==> src/rtl/aes_out_serializer.sv <==
// Buffers 128-bit AES result blocks and streams them to the AXI side as 32-bit words, word 0 first.
// Optional build macro AES_SER_BYTESWAP_EN presents each word big-endian instead of little-endian.
module aes_out_serializer #(
    parameter int DEPTH = 2
) (
    input  logic             clk,
    input  logic             resetn,
    input  logic [15:0][7:0] inp_ser,
    input  logic             wr_en,
    input  logic             rd_ready,
    output logic [31:0]      outp_ser,
    output logic             outp_valid,
    output logic             outp_last,
    output logic             buf_full,
    output logic             buf_empty,
    output logic             ovf
);
    localparam int PTR_W = $clog2(DEPTH);
    localparam int CNT_W = PTR_W + 1;
    localparam logic [CNT_W-1:0] FULL_CNT = CNT_W'(DEPTH);

    localparam logic [0:0] ST_IDLE = 1'b0;
    localparam logic [0:0] ST_SEND = 1'b1;

    logic [15:0][7:0] mem_q [DEPTH];
    logic [PTR_W-1:0] wr_ptr_q, wr_ptr_d;
    logic [PTR_W-1:0] rd_ptr_q, rd_ptr_d;
    logic [CNT_W-1:0] cnt_q, cnt_d;
    logic [1:0]       wcnt_q, wcnt_d;
    logic [0:0]       state_q, state_d;
    logic             ovf_q, ovf_d;
    logic             pop, pop_last, wr_acc;
    logic [127:0]     rd_blk;
    logic [31:0]      rd_word;

    function automatic logic [31:0] order_word(input logic [31:0] w);
`ifdef AES_SER_BYTESWAP_EN
        return {w[7:0], w[15:8], w[23:16], w[31:24]};
`else
        return w;
`endif
    endfunction

    assign outp_valid = (state_q == ST_SEND);
    assign outp_last  = outp_valid && (wcnt_q == 2'd3);
    assign buf_full   = (cnt_q == FULL_CNT);
    assign buf_empty  = (cnt_q == '0);
    assign ovf        = ovf_q;

    assign rd_blk   = mem_q[rd_ptr_q];
    assign rd_word  = rd_blk[{wcnt_q, 5'b0} +: 32];
    assign outp_ser = outp_valid ? order_word(rd_word) : 32'h0;

    // A write into a full buffer still lands when the head block leaves in the same cycle.
    assign pop      = outp_valid && rd_ready;
    assign pop_last = pop && (wcnt_q == 2'd3);
    assign wr_acc   = wr_en && (!buf_full || pop_last);

    always_comb begin
        wr_ptr_d = wr_ptr_q;
        rd_ptr_d = rd_ptr_q;
        wcnt_d   = wcnt_q;
        ovf_d    = ovf_q;
        cnt_d    = cnt_q + CNT_W'(wr_acc) - CNT_W'(pop_last);
        if (wr_acc) begin
            wr_ptr_d = wr_ptr_q + PTR_W'(1);
        end else if (wr_en) begin
            ovf_d = 1'b1;
        end
        if (pop) begin
            wcnt_d = wcnt_q + 2'd1;
        end
        if (pop_last) begin
            rd_ptr_d = rd_ptr_q + PTR_W'(1);
        end
        state_d = (cnt_d != '0) ? ST_SEND : ST_IDLE;
    end

    always_ff @(posedge clk) begin
        if (resetn) begin
            wr_ptr_q <= '0;
            rd_ptr_q <= '0;
            cnt_q    <= '0;
            wcnt_q   <= '0;
            ovf_q    <= 1'b0;
            state_q  <= ST_IDLE;
        end else begin
            wr_ptr_q <= wr_ptr_d;
            rd_ptr_q <= rd_ptr_d;
            cnt_q    <= cnt_d;
            wcnt_q   <= wcnt_d;
            ovf_q    <= ovf_d;
            state_q  <= state_d;
        end
    end

    // Block storage carries no reset; pointers and occupancy define what is live.
    always_ff @(posedge clk) begin
        if (!resetn && wr_acc) begin
            mem_q[wr_ptr_q] <= inp_ser;
        end
    end

endmodule

==> config.mk <==
export PLATFORM = sky130hd
export DESIGN_NAME = aes_out_serializer
export DESIGN_NICKNAME = d
export VERILOG_FILES = /design/src/rtl/aes_out_serializer.sv
export SDC_FILE = /design/constraint.sdc
export NUM_CORES = 1
export LEC_CHECK = 0
export ABC_AREA = 1
export CORE_MARGIN = 2
export CORE_UTILIZATION = 47
export DETAILED_ROUTE_END_ITERATION = 12
export PLACE_DENSITY_LB_ADDON = 0.3
export SETUP_SLACK_MARGIN = 0.02
export SYNTH_ARGS = -nofsm -noshare
export SYNTH_HDL_FRONTEND = slang
export SYNTH_SLANG_ARGS = --single-unit
==> constraint.sdc <==
create_clock -name clk -period 16.6 [get_ports clk]
set_input_delay 3.32 -clock clk [delete_from_list [all_inputs] [get_ports clk]]
set_output_delay 3.32 -clock clk [all_outputs]
set_load 0.01 [all_outputs]
Word level (Yosys, flattened, before mapping). Memories as Yosys holds them, arrays and structs flattened. A register that Yosys moved wholly into a read port is not among the register bits. Index checks and enable logic that the tools add are counted. W data, S select, Z words.

Register bits: 8. Bits in writable memories: 256. Input port bits: 132. Output and inout bits: 37. Word-level logic and storage cells: 33. Memories: 1.

Add/sub/neg operators: 5. Eq/ne operators: 2. Shift-type cells: 1. Muxes and demuxes: 6. Bitwise operators: 1. Reductions and logical operators: 11.

Memories: mem_q (words 2, width 128, read ports 1, clocked after memory_dff 1, wr ports 1, RTL line 25) `logic [15:0][7:0] mem_q [DEPTH];`.

Operators with widths (count): $shiftx A128 B8 Y32 (1); $mux W32 (1); $logic_and A1 B1 Y1 (5); $mux W1 (5); $eq A2 B2 Y1 const B (2); $add A1 B1 Y1 const B (2); $add A2 B1 Y2 (1); $add A2 B1 Y2 const B (1); $logic_not A1 Y1 (2); $logic_not A2 Y1 (1); $reduce_and A2 Y1 (1); $reduce_bool A2 Y1 (1); $sub A2 B1 Y2 (1); $logic_or A1 B1 Y1 (1); $not A1 Y1 (1).

Depth between registers and ports, before layout.
Word-level depth: 8. Depth in mapped cells: 13. Gate-level depth less buffers: 12.

Least setup slack after synthesis. No wires, ideal clock.

Path type: in2reg. Start: input rd_ready. End: memory mem_q[1][0] (netlist name), enable pin. Setup time: 0.772 ns. Arrival time: 12.363 ns. Required time: 15.828 ns. Path slack: 3.465 ns. Cell stages on the path: 6. Path buffers: 0. Cells stage by stage: nand2_1 -> inv_1 -> nand2_1 -> nand2_1 -> nand2_1 -> nor3_1.

Cells in the longest elaborated chain, start to end: 7.

RTL lines: start, declared (RTL line 10) `input logic rd_ready,`; $logic_and A1 B1 Y1 (RTL line 55) `assign pop = outp_valid && rd_ready;`; $logic_and A1 B1 Y1 (RTL line 56) `assign pop_last = pop && (wcnt_q == 2'd3);`; $logic_or A1 B1 Y1 (RTL line 57) `assign wr_acc = wr_en && (!buf_full || pop_last);`; $logic_and A1 B1 Y1 (RTL line 57); $logic_and A1 B1 Y1 (RTL line 99) `if (!resetn && wr_acc) begin`; $mux W1 (RTL line 99); $mux W1 (implied by the code) (RTL line 100) `mem_q[wr_ptr_q] <= inp_ser;`; end, declared (RTL line 25).

No other way between the ends.

==> impl_metrics.ini <==
[timing]
grt_setup_unrepaired = no
hold_violations = 0
relSlewSlack = 0.300
fmaxAchievable_mhz = 143
finalSetupTns_ns = 0
min_period_over_period = 0.421
slew_violations = 0
setup_viol = 0
fin_crit_ns = 6.99
finClkSkew_ns = 0.0128
tightestPinTransition_ns = 1.05

[power_and_ir_drop]
ir_worst_vdd_mv = 0.0835
cellLeakagePower_nw = 6.24
power_density_nw_per_um2 = 112

[logic_synthesis]
netlist_instances = 1163
synth_nets = 1297
yosysUniqueCellTypes = 17
yosys_warnings = 0
synth_top_cell_area_share = 0.666
synthesis.area_um2 = 11500
synthTopCellsByArea = edfxtp_1, nand2_1, inv_1, nand3_1, nor2_1
synth.ff_latch_count = 265
ys_seq_area_frac = 0.682
syn_area_per_cell_um2 = 9.92
synth_largest_area_cell = edfxtp_1

[worst_setup_path]
reg2regPathDepth = 8
cp_slowest_stage_delay_ns = 0.60
critPathBufInv = 3
critPathLaunchType = flop
r2r-start = wcnt_q[1]$_SDFFE_PP0P_
crit_type = flop to primary output
worst-path-stages = 8
cpMaxStageDelayCell = dfxtp_4
crit_path_end_kind = primary output
critPathTopFamily = buffers and inverters
worstReg2RegEnd = mem_q[1][58]$_DFFE_PP_
path_cells = clkinv_2 -> buf_4 -> nand2_1 -> nand3_1 -> nand3_1 -> nand2_1 -> nor2_1 -> clkdlybuf4s50_1
ff2ff_setup_slack_ns = 12.63
cp_max_fo = 92
cp.required_ns = 13.28
arrival_ns = 3.67

[placed_design]
numPortBuffers = 168
dp.final_hpwl_um = 18700
gp_congestion = 0.867
dp.cells = 1611

[clock_tree]
root_buffer = clkbuf_16
cts_resized = 0
cts_tree = built
hold_buffers = 0
insertion_delay_ns = 0.53
cts_buffers = 27
h-tree-depth = 1
clk_pin_slew_worst_paths_ns = 0.06
cts_sinks = 265
cts_setup_buffers = 0
cts_max_path_buffers = 3

[min_path]
min_path_cells = 2
min_from = ovf$_SDFFE_PP0P_
holdCritPathClass = flop to flop
min_to = ovf$_SDFFE_PP0P_

[cells_and_area]
layout.nets = 1450
final_cell_mix = nand2_1, inv_1, edfxtp_1, clkdlybuf4s50_1, nand3_1
drive_gt1_frac = 0.0419
layout.cells.non_filler = 1661
area_delta_synth_final_pct = 24.7
num-fill-cells = 1993
final_common_cell = nand2_1

[flow_run]
cap_violations = 0

[detailed_routing]
ant_nets = 0
post_drt_wl_per_cell_um = 17.2
drcViolationCount = 0
drtPass1Iterations = 5
drt-vias-per-instance = 4.87
finalWirelength_um = 28500
drtIter0Drc = 796
num_vias = 8093

[floorplanning]
coreArea_um2 = 24200
die_x_um = 161
start_util = 0.477
die_h_um = 161
fp.dieArea_um2 = 25800
rows = 57
io_pins = 169

[global_routing]
track_usage = 0.221
antenna_found_initial = 2
met3_usage = 0.0302
grt_use_met1 = 0.293
grt_pass1_wl_um = 43400
top_usage_layer = met2
grt-ovfl-total = 0
use_met2 = 0.369
grt_max_degree = 94
first_global_vias = 7908

[status]
status = completed
synthesized netlist by cell type, drive strengths merged:
library cell,count
nor3,1
nand2,331
edfxtp,256
nand3b,1
ha,2
nor2,71
xor2,1
nand3,164
nand4,1
a21oi,2
inv,268
buf,48
dfxtp,9
xnor2,1
clkbuf,5
o21ai,2
per-layer routing:
layer,routed length [um],share of wire
met5,0,0
met4,1040,0.036
met3,2070,0.073
met2,13800,0.48
met1,11600,0.41
flip-flops by register name (all words and copies together) (netlist names), named ones only:
| name | cells |
|---|---|
| cnt_q | 2 |
| mem_q | 256 |
| outp_valid | 1 |
| ovf | 1 |
| rd_ptr_q | 1 |
| wcnt_q | 2 |
| wr_ptr_q | 1 |
layout make-up:
| cell class | count | area [um2] | share of cell area |
|---|---|---|---|
| clock inverters | 19 | 238 | 0.0165 |
| multi-input cells | 577 | 2420 | 0.168 |
| inverters | 268 | 1010 | 0.0702 |
| well taps | 324 | 405 | 0.0282 |
| diodes | 2 | 5.00 | 0.000348 |
| repair buffers | 177 | 1750 | 0.122 |
| flip-flops and latches | 265 | 7870 | 0.548 |
| clock buffers | 29 | 683 | 0.0475 |
report_power, final:
group          switching [mW]  internal (mW)  total (mW)
sequential            0.00940          0.769       0.779
clock                   0.239          0.388       0.627
combinational           0.126         0.0858       0.212
through the flow:
stage | util | cell area, um2 | setup WS, ns | hold WS, ns | total power [mW]
finish | 0.595 | 14400 | 9.61 | 0.471 | 1.62
global route | 0.595 | 14400 | 9.42 | 0.497 | 1.67
CTS | 0.595 | 14400 | 9.62 | 0.476 | 1.62
detailed placement | 0.556 | 13500 | 10.12 | 0.457 | 1.00
global placement | 0.556 | 13500 | 10.16 | 0.453 | 1.00
floorplan | - | 11500 | 3.47 | 0.443 | 0.894
tightest hold or removal path: stages (launching register included):
cell     delay [ns]
dfxtp_1        0.32
inv_1          0.05
a21oi_1        0.06
how the worst max path moves through the flow:
stage / endpoint / startpoint
2_1_floorplan: mem_q[1][0]$_DFFE_PP_ / rd_ready
3_3_place_gp: mem_q[1][28]$_DFFE_PP_ / rd_ready
3_5_place_dp: mem_q[1][50]$_DFFE_PP_ / rd_ready
4_1_cts: outp_ser[14] / flop
5_1_grt: outp_ser[25] / flop
6_report: outp_ser[25] / flop
kinds of logic (layout without fill, tap and decap cells):
| kind of cell | after synthesis | after routing | synth area share |
|---|---|---|---|
| xor+xnor | 2 | 2 | 0.00152 |
| buf+inv | 321 | 493 | 0.109 |
| other cells | 0 | 2 | 0 |
| fa+ha+maj | 2 | 2 | 0.00217 |
| simple gates | 569 | 569 | 0.204 |
| flops | 265 | 265 | 0.682 |
| compound gates | 4 | 4 | 0.00174 |
No activity file was read; power rests on OpenSTA's default activity.
